==> src/rtl/ladybird_axi_line_master_pkg.sv <==
// Shared AXI constants and helpers for the ladybird line master and its bus interface.
package ladybird_axi_line_master_pkg;

  localparam int LEN_W  = 8;
  localparam int SIZE_W = 3;

  localparam logic [1:0] AXI_BURST_INCR = 2'b01;
  localparam logic [1:0] AXI_RESP_OKAY  = 2'b00;

  // Number of data beats needed to move one cache line.
  function automatic int beats_of(input int line_bytes, input int data_w);
    return (line_bytes * 8) / data_w;
  endfunction

endpackage

==> src/rtl/ladybird_axi_interface.sv <==
// AXI4 channel bundle (AW/W/B/AR/R) with master and slave views.
interface ladybird_axi_interface #(
  parameter int AXI_ADDR_W = 32,
  parameter int AXI_DATA_W = 32,
  parameter int AXI_ID_W   = 4
);
  import ladybird_axi_line_master_pkg::*;

  logic [AXI_ID_W-1:0]     awid;
  logic [AXI_ADDR_W-1:0]   awaddr;
  logic [LEN_W-1:0]        awlen;
  logic [SIZE_W-1:0]       awsize;
  logic [1:0]              awburst;
  logic                    awvalid;
  logic                    awready;

  logic [AXI_DATA_W-1:0]   wdata;
  logic [AXI_DATA_W/8-1:0] wstrb;
  logic                    wlast;
  logic                    wvalid;
  logic                    wready;

  logic [AXI_ID_W-1:0]     bid;
  logic [1:0]              bresp;
  logic                    bvalid;
  logic                    bready;

  logic [AXI_ID_W-1:0]     arid;
  logic [AXI_ADDR_W-1:0]   araddr;
  logic [LEN_W-1:0]        arlen;
  logic [SIZE_W-1:0]       arsize;
  logic [1:0]              arburst;
  logic                    arvalid;
  logic                    arready;

  logic [AXI_ID_W-1:0]     rid;
  logic [AXI_DATA_W-1:0]   rdata;
  logic [1:0]              rresp;
  logic                    rlast;
  logic                    rvalid;
  logic                    rready;

  modport master (
    output awid, awaddr, awlen, awsize, awburst, awvalid,
    output wdata, wstrb, wlast, wvalid,
    output bready,
    output arid, araddr, arlen, arsize, arburst, arvalid,
    output rready,
    input  awready, wready, bid, bresp, bvalid, arready, rid, rdata, rresp, rlast, rvalid
  );

  modport slave (
    input  awid, awaddr, awlen, awsize, awburst, awvalid,
    input  wdata, wstrb, wlast, wvalid,
    input  bready,
    input  arid, araddr, arlen, arsize, arburst, arvalid,
    input  rready,
    output awready, wready, bid, bresp, bvalid, arready, rid, rdata, rresp, rlast, rvalid
  );

endinterface

==> src/rtl/ladybird_axi_line_master.sv <==
// Whole-line AXI master: turns one cache line refill or write-back into a single INCR burst
// and hands the line and an error flag back to the requester.
module ladybird_axi_line_master
  import ladybird_axi_line_master_pkg::*;
#(
  parameter int LINE_BYTES = 32,
  parameter int AXI_ID     = 0,
  parameter int AXI_ADDR_W = 32,
  parameter int AXI_DATA_W = 32,
  parameter int AXI_ID_W   = 4
) (
  input  logic                    clk,
  input  logic                    rst,
  input  logic                    req_valid,
  output logic                    req_ready,
  input  logic                    req_write,
  input  logic [AXI_ADDR_W-1:0]   req_addr,
  input  logic [LINE_BYTES*8-1:0] req_wdata,
  output logic                    rsp_valid,
  input  logic                    rsp_ready,
  output logic [LINE_BYTES*8-1:0] rsp_rdata,
  output logic                    rsp_error,
  ladybird_axi_interface.master   axi
);

  localparam int BEATS  = beats_of(LINE_BYTES, AXI_DATA_W);
  localparam int OFF_W  = $clog2(LINE_BYTES);
  localparam int BEAT_W = $clog2(BEATS) + 1;
  localparam int IDX_W  = (BEATS > 1) ? $clog2(BEATS) : 1;

  localparam logic [BEAT_W-1:0]   LAST_BEAT = BEAT_W'(BEATS - 1);
  localparam logic [LEN_W-1:0]    AX_LEN    = LEN_W'(BEATS - 1);
  localparam logic [SIZE_W-1:0]   AX_SIZE   = SIZE_W'($clog2(AXI_DATA_W / 8));
  localparam logic [AXI_ID_W-1:0] AX_ID     = AXI_ID_W'(AXI_ID);

  typedef enum logic [2:0] {
    S_IDLE = 3'd0,
    S_AR   = 3'd1,
    S_R    = 3'd2,
    S_AW   = 3'd3,
    S_W    = 3'd4,
    S_B    = 3'd5,
    S_RESP = 3'd6
  } state_t;

  state_t                  r_state;
  logic [AXI_ADDR_W-1:0]   r_addr;
  logic [AXI_DATA_W-1:0]   r_line [BEATS];
  logic [BEAT_W-1:0]       r_beat;
  logic                    r_arvalid;
  logic                    r_awvalid;
  logic                    r_wvalid;
  logic                    r_wlast;
  logic                    r_rready;
  logic                    r_bready;
  logic                    r_rsp_valid;
  logic                    r_rsp_error;

  logic [IDX_W-1:0]        w_idx;
  logic [BEAT_W-1:0]       w_beat_nxt;
  logic                    w_last_beat;
  logic                    w_unused;

  assign w_idx       = r_beat[IDX_W-1:0];
  assign w_beat_nxt  = r_beat + BEAT_W'(1);
  assign w_last_beat = (r_beat == LAST_BEAT);
  assign w_unused    = ^{axi.rresp, axi.bresp, axi.rid, req_addr[OFF_W-1:0]};

  // Transaction sequencer: one line in flight, every handshake output registered.
  always_ff @(posedge clk or posedge rst) begin
    if (rst) begin
      r_state     <= S_IDLE;
      r_addr      <= {AXI_ADDR_W{1'b0}};
      r_beat      <= {BEAT_W{1'b0}};
      r_arvalid   <= 1'b0;
      r_awvalid   <= 1'b0;
      r_wvalid    <= 1'b0;
      r_wlast     <= 1'b0;
      r_rready    <= 1'b0;
      r_bready    <= 1'b0;
      r_rsp_valid <= 1'b0;
      r_rsp_error <= 1'b0;
      for (int b = 0; b < BEATS; b++) r_line[b] <= {AXI_DATA_W{1'b0}};
    end else begin
      case (r_state)
        S_IDLE: begin
          if (req_valid) begin
            r_addr      <= {req_addr[AXI_ADDR_W-1:OFF_W], {OFF_W{1'b0}}};
            r_rsp_error <= 1'b0;
            // Refills start from a clean buffer so a short burst never leaks old data.
            for (int b = 0; b < BEATS; b++)
              r_line[b] <= req_write ? req_wdata[b*AXI_DATA_W +: AXI_DATA_W] : {AXI_DATA_W{1'b0}};
            if (req_write) begin
              r_awvalid <= 1'b1;
              r_state   <= S_AW;
            end else begin
              r_arvalid <= 1'b1;
              r_state   <= S_AR;
            end
          end
        end
        S_AR: begin
          if (axi.arready) begin
            r_arvalid <= 1'b0;
            r_rready  <= 1'b1;
            r_beat    <= {BEAT_W{1'b0}};
            r_state   <= S_R;
          end
        end
        S_R: begin
          if (axi.rvalid) begin
            r_line[w_idx] <= axi.rdata;
            r_beat        <= w_beat_nxt;
            if (w_last_beat != axi.rlast) r_rsp_error <= 1'b1;
            if (w_last_beat || axi.rlast) begin
              r_rready    <= 1'b0;
              r_rsp_valid <= 1'b1;
              r_state     <= S_RESP;
            end
          end
        end
        S_AW: begin
          if (axi.awready) begin
            r_awvalid <= 1'b0;
            r_wvalid  <= 1'b1;
            r_wlast   <= (BEATS == 1);
            r_beat    <= {BEAT_W{1'b0}};
            r_state   <= S_W;
          end
        end
        S_W: begin
          if (axi.wready) begin
            if (w_last_beat) begin
              r_wvalid <= 1'b0;
              r_wlast  <= 1'b0;
              r_bready <= 1'b1;
              r_state  <= S_B;
            end else begin
              r_beat  <= w_beat_nxt;
              r_wlast <= (w_beat_nxt == LAST_BEAT);
            end
          end
        end
        S_B: begin
          if (axi.bvalid) begin
            r_bready    <= 1'b0;
            r_rsp_valid <= 1'b1;
            if (axi.bid != AX_ID) r_rsp_error <= 1'b1;
            r_state     <= S_RESP;
          end
        end
        S_RESP: begin
          if (rsp_ready) begin
            r_rsp_valid <= 1'b0;
            r_state     <= S_IDLE;
          end
        end
        default: begin
          r_arvalid   <= 1'b0;
          r_awvalid   <= 1'b0;
          r_wvalid    <= 1'b0;
          r_wlast     <= 1'b0;
          r_rready    <= 1'b0;
          r_bready    <= 1'b0;
          r_rsp_valid <= 1'b0;
          r_state     <= S_IDLE;
        end
      endcase
    end
  end

  for (genvar b = 0; b < BEATS; b++) begin : g_pack
    assign rsp_rdata[b*AXI_DATA_W +: AXI_DATA_W] = r_line[b];
  end

  assign req_ready   = (r_state == S_IDLE);
  assign rsp_valid   = r_rsp_valid;
  assign rsp_error   = r_rsp_error;

  assign axi.awid    = AX_ID;
  assign axi.awaddr  = r_addr;
  assign axi.awlen   = AX_LEN;
  assign axi.awsize  = AX_SIZE;
  assign axi.awburst = AXI_BURST_INCR;
  assign axi.awvalid = r_awvalid;
  assign axi.wdata   = r_line[w_idx];
  assign axi.wstrb   = {(AXI_DATA_W/8){1'b1}};
  assign axi.wlast   = r_wlast;
  assign axi.wvalid  = r_wvalid;
  assign axi.bready  = r_bready;
  assign axi.arid    = AX_ID;
  assign axi.araddr  = r_addr;
  assign axi.arlen   = AX_LEN;
  assign axi.arsize  = AX_SIZE;
  assign axi.arburst = AXI_BURST_INCR;
  assign axi.arvalid = r_arvalid;
  assign axi.rready  = r_rready;

endmodule

==> src/flat_wrapper.sv <==
// flat-port wrapper written by rule: the top's interface ports become plain ports
module ladybird_axi_line_master_flat import ladybird_axi_line_master_pkg::*;
#(
  parameter int LINE_BYTES = 32,
  parameter int AXI_ID     = 0,
  parameter int AXI_ADDR_W = 32,
  parameter int AXI_DATA_W = 32,
  parameter int AXI_ID_W   = 4
)
  (clk, rst, req_valid, req_ready, req_write, req_addr, req_wdata, rsp_valid, rsp_ready, rsp_rdata, rsp_error, axi_awid, axi_awaddr, axi_awlen, axi_awsize, axi_awburst, axi_awvalid, axi_wdata, axi_wstrb, axi_wlast, axi_wvalid, axi_bready, axi_arid, axi_araddr, axi_arlen, axi_arsize, axi_arburst, axi_arvalid, axi_rready, axi_awready, axi_wready, axi_bid, axi_bresp, axi_bvalid, axi_arready, axi_rid, axi_rdata, axi_rresp, axi_rlast, axi_rvalid);
  ladybird_axi_interface #(.AXI_ADDR_W(AXI_ADDR_W), .AXI_DATA_W(AXI_DATA_W), .AXI_ID_W(AXI_ID_W)) axi_i ();
  input  logic clk;
  input  logic rst;
  input  logic req_valid;
  output logic req_ready;
  input  logic req_write;
  input  logic [AXI_ADDR_W-1:0] req_addr;
  input  logic [LINE_BYTES*8-1:0] req_wdata;
  output logic rsp_valid;
  input  logic rsp_ready;
  output logic [LINE_BYTES*8-1:0] rsp_rdata;
  output logic rsp_error;
  output wire logic [$bits(axi_i.awid)-1:0] axi_awid;
  output wire logic [$bits(axi_i.awaddr)-1:0] axi_awaddr;
  output wire logic [$bits(axi_i.awlen)-1:0] axi_awlen;
  output wire logic [$bits(axi_i.awsize)-1:0] axi_awsize;
  output wire logic [$bits(axi_i.awburst)-1:0] axi_awburst;
  output wire logic [$bits(axi_i.awvalid)-1:0] axi_awvalid;
  output wire logic [$bits(axi_i.wdata)-1:0] axi_wdata;
  output wire logic [$bits(axi_i.wstrb)-1:0] axi_wstrb;
  output wire logic [$bits(axi_i.wlast)-1:0] axi_wlast;
  output wire logic [$bits(axi_i.wvalid)-1:0] axi_wvalid;
  output wire logic [$bits(axi_i.bready)-1:0] axi_bready;
  output wire logic [$bits(axi_i.arid)-1:0] axi_arid;
  output wire logic [$bits(axi_i.araddr)-1:0] axi_araddr;
  output wire logic [$bits(axi_i.arlen)-1:0] axi_arlen;
  output wire logic [$bits(axi_i.arsize)-1:0] axi_arsize;
  output wire logic [$bits(axi_i.arburst)-1:0] axi_arburst;
  output wire logic [$bits(axi_i.arvalid)-1:0] axi_arvalid;
  output wire logic [$bits(axi_i.rready)-1:0] axi_rready;
  input wire logic [$bits(axi_i.awready)-1:0] axi_awready;
  input wire logic [$bits(axi_i.wready)-1:0] axi_wready;
  input wire logic [$bits(axi_i.bid)-1:0] axi_bid;
  input wire logic [$bits(axi_i.bresp)-1:0] axi_bresp;
  input wire logic [$bits(axi_i.bvalid)-1:0] axi_bvalid;
  input wire logic [$bits(axi_i.arready)-1:0] axi_arready;
  input wire logic [$bits(axi_i.rid)-1:0] axi_rid;
  input wire logic [$bits(axi_i.rdata)-1:0] axi_rdata;
  input wire logic [$bits(axi_i.rresp)-1:0] axi_rresp;
  input wire logic [$bits(axi_i.rlast)-1:0] axi_rlast;
  input wire logic [$bits(axi_i.rvalid)-1:0] axi_rvalid;
  assign axi_awid = axi_i.awid;
  assign axi_awaddr = axi_i.awaddr;
  assign axi_awlen = axi_i.awlen;
  assign axi_awsize = axi_i.awsize;
  assign axi_awburst = axi_i.awburst;
  assign axi_awvalid = axi_i.awvalid;
  assign axi_wdata = axi_i.wdata;
  assign axi_wstrb = axi_i.wstrb;
  assign axi_wlast = axi_i.wlast;
  assign axi_wvalid = axi_i.wvalid;
  assign axi_bready = axi_i.bready;
  assign axi_arid = axi_i.arid;
  assign axi_araddr = axi_i.araddr;
  assign axi_arlen = axi_i.arlen;
  assign axi_arsize = axi_i.arsize;
  assign axi_arburst = axi_i.arburst;
  assign axi_arvalid = axi_i.arvalid;
  assign axi_rready = axi_i.rready;
  assign axi_i.awready = axi_awready;
  assign axi_i.wready = axi_wready;
  assign axi_i.bid = axi_bid;
  assign axi_i.bresp = axi_bresp;
  assign axi_i.bvalid = axi_bvalid;
  assign axi_i.arready = axi_arready;
  assign axi_i.rid = axi_rid;
  assign axi_i.rdata = axi_rdata;
  assign axi_i.rresp = axi_rresp;
  assign axi_i.rlast = axi_rlast;
  assign axi_i.rvalid = axi_rvalid;
  ladybird_axi_line_master #(.LINE_BYTES(LINE_BYTES), .AXI_ID(AXI_ID), .AXI_ADDR_W(AXI_ADDR_W), .AXI_DATA_W(AXI_DATA_W), .AXI_ID_W(AXI_ID_W)) u_core (.clk(clk), .rst(rst), .req_valid(req_valid), .req_ready(req_ready), .req_write(req_write), .req_addr(req_addr), .req_wdata(req_wdata), .rsp_valid(rsp_valid), .rsp_ready(rsp_ready), .rsp_rdata(rsp_rdata), .rsp_error(rsp_error), .axi(axi_i));
endmodule
==> config.mk <==
export PLATFORM = sky130hd
export DESIGN_NAME = ladybird_axi_line_master_flat
export DESIGN_NICKNAME = d
export VERILOG_FILES = /design/src/rtl/ladybird_axi_line_master_pkg.sv /design/src/rtl/ladybird_axi_interface.sv /design/src/rtl/ladybird_axi_line_master.sv /design/src/flat_wrapper.sv
export SDC_FILE = /design/constraint.sdc
export NUM_CORES = 1
export LEC_CHECK = 0
export BUFFER_PORTS_ARGS = -buffer_cell sky130_fd_sc_hd__buf_4
export CAP_MARGIN = 20
export CELL_PAD_IN_SITES_DETAIL_PLACEMENT = 0
export CELL_PAD_IN_SITES_GLOBAL_PLACEMENT = 1
export CORE_AREA = 2 2 285 287
export CTS_CLUSTER_DIAMETER = 30
export DETAILED_ROUTE_END_ITERATION = 16
export DIE_AREA = 0 0 287 289
export PLACE_DENSITY_LB_ADDON = 0.1
export SLEW_MARGIN = 25
export SYNTH_ARGS = -nofsm -noshare
export SYNTH_HDL_FRONTEND = slang
export SYNTH_SLANG_ARGS = --single-unit
==> constraint.sdc <==
create_clock -name clk -period 9.3 [get_ports clk]
set_input_delay 0.93 -clock clk [delete_from_list [all_inputs] [get_ports clk]]
set_output_delay 0.93 -clock clk [all_outputs]
set_load 0.02 [all_outputs]
==> qor.yml, run 1 <==
slowest_stage: "dfrtp_4"
htreeDepth: 3
hold_buffers: 0
die_y_um: 289
power_density_nw_per_um2: 476
p_leak_uw: 0.0112
slew_headroom_pct: 32.4
post-route-min-period_ps: 5000
yosysTopAreaCellShare_pct: 45.9
yosysTopAreaCell: "dfrtp_1"
critPathMaxFanout: 40
required_ps: 8370
min_path_type: "in -> async"
drv_cap: 0
avgSynthCellArea_um2: 9.53
cts-resized-gates: 0
final_max_slew_viol_count: 0
io_pins: 742
gp_congestion: 0.813
design_area_um2: 25700
final_cell_mix: "buf_4, dfrtp_1, a22oi_1"
crit_path_start_kind: "flop"
critPathMostFrequentCell: "buf_4"
ys_types: 61
ys_async_sr_fraction_pct: 100
netlist_area_um2: 16300
start_util_pct: 20.3
slowest_delay_ps: 840
first_pass_iters: 6
grt_max_degree: 153
ys.flop_type: "dfrtp_1"
worstSetupPathType: "reg -> out"
place_area_um2: 21900
drt_iter0_markers: 1234
synth-seq-cells: 298
worst_slew_pin_slew_ps: 1010
cts_setup_buffers: 0
vias: 16682
placementRows: 104
drc: 0
die_width_um: 287
cts_buffers: 115
vias_per_cell: 4.77
rsz0062_at_grt: "false"
n_fill_cell: 8431
final_util_pct: 32.2
cts.path.max_buffers: 3
synth_edf_count: 0
syn_inst: 1705
port-buffer-count: 680
coreArea_um2: 79900
drive_above_1_share_pct: 42.8
hpwl_um: 66600
cts_sinks: 298
finalSetupTns_ps: 0
root_buffer: "clkbuf_16"
insertion_delay_ps: 660
grt_overflow: 0
cp_cell_sequence: "buf_4, and3_2, buf_4, a22oi_1, o211ai_1, buf_4"
hold_violations: 0
status: "completed"
final_nets: 2681
wl_per_cell_um: 27.6
postRouteWirelength_um: 96500
synthTopCellsByArea: "dfrtp_1, a22oi_1, a21oi_1"
cp_num_buf_inv: 3
gr-usage-all-layers_pct: 22.3
first_global_vias: 17232
period_share_pct: 53.7
ant_nets: 0
fin_skew_ps: 45.9
final_common_cell: "buf_4"
cts_tree: "done"
cpLargestDelayFamily: "buffers and inverters"
fmax_ghz: 0.200
peakVddDrop_v: 0.000185
multi_input_comb_area_um2: 7580
regArea_um2: 7470
ys_seq_area_share_pct: 45.9
grt_pass1_wl_um: 132000
critPathCaptureType: "primary output"
syn2layout_area_growth_pct: 58.4
antenna_found_initial: 11
yosysWarnings: 0
path_clk_slew_ps: 40
die-area_um2: 82900
arrival_ps: 4070
setup_violations: 0
[cell families after synthesis]
kind of cell / count (synthesis) / share of synthesized area [%]
buffers and inverters: 269 / 8.91
DFF: 298 / 45.9
other: 2 / 0.0462
AOI/OAI and AO/OA: 654 / 27.4
and+or+nand+nor: 393 / 10.6
xor gates and xnor gates: 1 / 0.0539
muxes: 85 / 6.89
adders and majority gates: 3 / 0.231
[synthesized netlist by cell type (5+ instances only)]
cell       count
mux4_2        15
a221o_1        9
o21ai_0       27
a211oi_4       8
nor2b_1        5
mux2_2        54
clkbuf_1      97
inv_1          9
and2_1        39
a221oi_1      24
a2bb2oi_1      5
buf_2         65
nand3_1       11
nand2_1       21
nand3b_1       5
a21oi_1      244
a22oi_1      284
nor2_1       285
a21oi_2       28
buf_6          7
dfrtp_1      298
buf_4         80
buf_1          6
mux2i_1       14
[worst reg2reg max path, delay by kind of cell (launching register included)]
kind	cells	cell delay, ps
buffers and inverters	2	1420
AO/OA/AOI/OAI	2	840
flip-flops	1	630
AND/OR/NAND/NOR	2	350
[sequential cells by signal, summed over array words and instances (netlist names)]
| signal | count |
|---|---|
| u_core.r_beat | 4 |
| u_core.rsp_rdata | 256 |
| u_core.axi.arvalid | 1 |
| u_core.axi.wlast | 1 |
| u_core.axi.araddr | 27 |
| u_core.axi.awvalid | 1 |
| u_core.rsp_valid | 1 |
| u_core.rsp_error | 1 |
| u_core.axi.bready | 1 |
| u_core.axi.rready | 1 |
| u_core.axi.wvalid | 1 |
| u_core.r_state | 3 |
[where the power goes]
group / switching (uW) / internal, uW / leakage, uW / total (uW)
Combinational: 3690 / 2210 / 0.00585 / 5890
Sequential: 727 / 2000 / 0.00347 / 2730
Clock: 1060 / 2590 / 0.00190 / 3650
Total: 5470 / 6790 / 0.0112 / 12300
[layer usage]
layer / track usage [%] / vias up / part of all wire (%)
met5: 0 / - / 0.026
met4: 8.18 / 4 / 2.9
met3: 6.01 / 152 / 7.5
met2: 37.7 / 761 / 49
met1: 27.1 / 8322 / 40
li1: - / 7443 / -
[final cells by class]
| class | instances | area share (%) |
|---|---|---|
| antenna | 6 | 0.0583 |
| clock buffer | 186 | 14.0 |
| clock inverter | 26 | 0.938 |
| inverter | 11 | 0.190 |
| multi-input combinational | 1184 | 29.4 |
| sequential | 298 | 29.0 |
| tap | 1060 | 5.15 |
| timing repair buffer | 725 | 21.3 |
[path summary, 6_finish.rpt]
kind | from | endpoint | slack [ps] | cells after the start
max reg2reg | u_core.r_beat[0] | u_core.rsp_rdata[173] | 6000 | 6
max in group asynchronous | rst | u_core.r_beat[1] | 7360 | 3
min | rst | u_core.rsp_rdata[165] | 330 | 2
min in group clk | u_core.rsp_error | u_core.rsp_error | 500 | 2
min reg2reg | u_core.rsp_error | u_core.rsp_error | 500 | 2
max | u_core.r_beat[2] | axi_wdata[30] | 4300 | 6
[metrics by stage]
step	hold slack, ps	total power, uW	worst slack (ps)	std cells
final	328	12300	4300	3496
after floorplan	533	5860	137	1751
after detailed placement	507	8710	4820	3277
after CTS	359	12400	4130	3489
after global routing	377	12900	4110	3496
after global placement	492	8670	4840	3277
Power figures use the tool's default switching activity.
==> inputs of run 2 (changes only) <==
==> constraint.sdc (replaced) <==
create_clock -name clk -period 5.05 [get_ports clk]
set_input_delay 0.505 -clock clk [delete_from_list [all_inputs] [get_ports clk]]
set_output_delay 0.505 -clock clk [all_outputs]
set_load 0.02 [all_outputs]
==> qor.yml, run 2 (synthesis results as in run 1) <==
first_pass_iters: 5
placementRows: 104
cts_setup_buffers: 0
insertion_delay_ps: 650
cts_sinks: 298
die-area_um2: 82900
final_cell_mix: "buf_4, dfrtp_1, a22oi_1"
critPathMaxFanout: 40
slowest_stage: "dfrtp_4"
rsz0062_at_grt: "false"
period_share_pct: 78.2
fmax_ghz: 0.253
power_switching_uw: 9970
cts.path.max_buffers: 3
worstRegToRegCells: 5
grtUsageMet3_pct: 6.72
path_clk_slew_ps: 40
gr-usage-met2_pct: 37.7
coreArea_um2: 79900
p_int_uw: 12300
r2r_slack_ps: 2020
peakVddDrop_v: 0.000296
busiest_layer: "met2"
hold_violations: 0
crit_start: "u_core.r_beat[0]"
largest_reg_flops: 256
first_global_vias: 17188
htreeDepth: 3
use_met1_pct: 27.8
vias: 16839
cts-resized-gates: 0
crit_path_start_kind: "flop"
finalSetupTns_ps: 0
worstSetupPathType: "reg -> out"
seq_power_share_pct: 22.7
die_width_um: 287
fin_skew_ps: 19.0
cts_tree: "done"
arrival_ps: 3450
worst_slew_pin_slew_ps: 993
status: "completed"
p_clk_share_pct: 28.5
gr-usage-all-layers_pct: 22.6
die_y_um: 289
final_common_cell: "buf_4"
syn2layout_area_growth_pct: 57.6
wl_per_cell_um: 27.7
hpwl_um: 68100
drv_cap: 0
sw_frac_of_total_pct: 44.8
n_fill_cell: 8438
cts_buffers: 113
vias_per_cell: 4.81
cp_cell_sequence: "inv_2, and2_2, buf_4, a222oi_1, o21ai_0, buf_4"
start_util_pct: 20.3
gp_congestion: 0.839
grt_max_degree: 132
final_nets: 2692
slowest_delay_ps: 880
timing.rr.end: "u_core.rsp_rdata[136]"
critPathMostFrequentCell: "buf_4"
min_path_type: "in -> reg"
drt_iter0_markers: 1133
critPathCaptureType: "primary output"
worstReg2RegStart: "u_core.r_beat[2]"
io_pins: 742
power_density_nw_per_um2: 869
hold_buffers: 1
p_comb_share_pct: 48.7
grt_overflow: 0
worstHoldStart: "req_addr[10]"
ant_nets: 0
root_buffer: "clkbuf_16"
final_max_slew_viol_count: 0
p_leak_uw: 0.0111
drc: 0
setup_violations: 0
p_total_uw: 22300
drive_above_1_share_pct: 42.3
port-buffer-count: 680
antenna_found_initial: 15
grt_pass1_wl_um: 134000
final_util_pct: 32.1
postRouteWirelength_um: 96900
post-route-min-period_ps: 3950
required_ps: 4550
slew_headroom_pct: 33.8
endpoint: "axi_wdata[15]"
timing.hold.ws_ps: 90.4
==> run 2: area by class of cell <==
type	instances	area (um^2)	share of cell area (%)
Antenna cell	8	20.0	0.0782
Clock inverter	22	184	0.718
Inverter	11	45.0	0.176
Timing Repair Buffer	738	5620	21.9
Sequential cell	298	7470	29.2
Multi-Input combinational cell	1184	7570	29.6
Clock buffer	179	3380	13.2
Tap cell	1060	1330	5.18
==> run 2: power groups by stage <==
stage	sequential, uW	combinational, uW	clock (uW)
after CTS	5090	11000	6470
after detailed placement	5110	11000	0
after floorplan	5980	4810	0
final	5070	10900	6350
after global placement	5070	11000	0
after global routing	5260	11600	6640
==> run 2: how the worst min path moves through the flow <==
stage          cells past startpoint               endpoint  slack (ps)
6_report                           2  u_core.axi.araddr[10]          90
5_1_grt                            2   u_core.axi.araddr[8]          60
4_1_cts                            2  u_core.axi.araddr[10]          40
3_5_place_dp                       2       u_core.axi.wlast         510
3_3_place_gp                       2       u_core.axi.wlast         520
2_1_floorplan                      1       u_core.r_beat[3]         530
==> run 2: critical path: cells and delay by family, from the launching register on <==
kind	cells	cell delay [ps]
compound gates	2	590
buf+inv	3	910
flops	1	880
simple gates	1	400
==> run 2: stage by stage <==
step	area, um^2	cells	worst slack (ps)
6_report	25600	3500	1100
4_1_cts	25600	3492	921
5_1_grt	25600	3500	833
3_5_place_dp	22000	3290	1630
2_1_floorplan	16400	1751	586
3_3_place_gp	22000	3290	1650
==> run 2: metal layers <==
metal  share of wire (%)  up-vias  routed length, um
li1                    -     7457                  -
met1                  41     8489              40100
met2                  48      711              46700
met3                 7.4      170               7140
met4                 3.0       12               2910
met5               0.073        -                 71
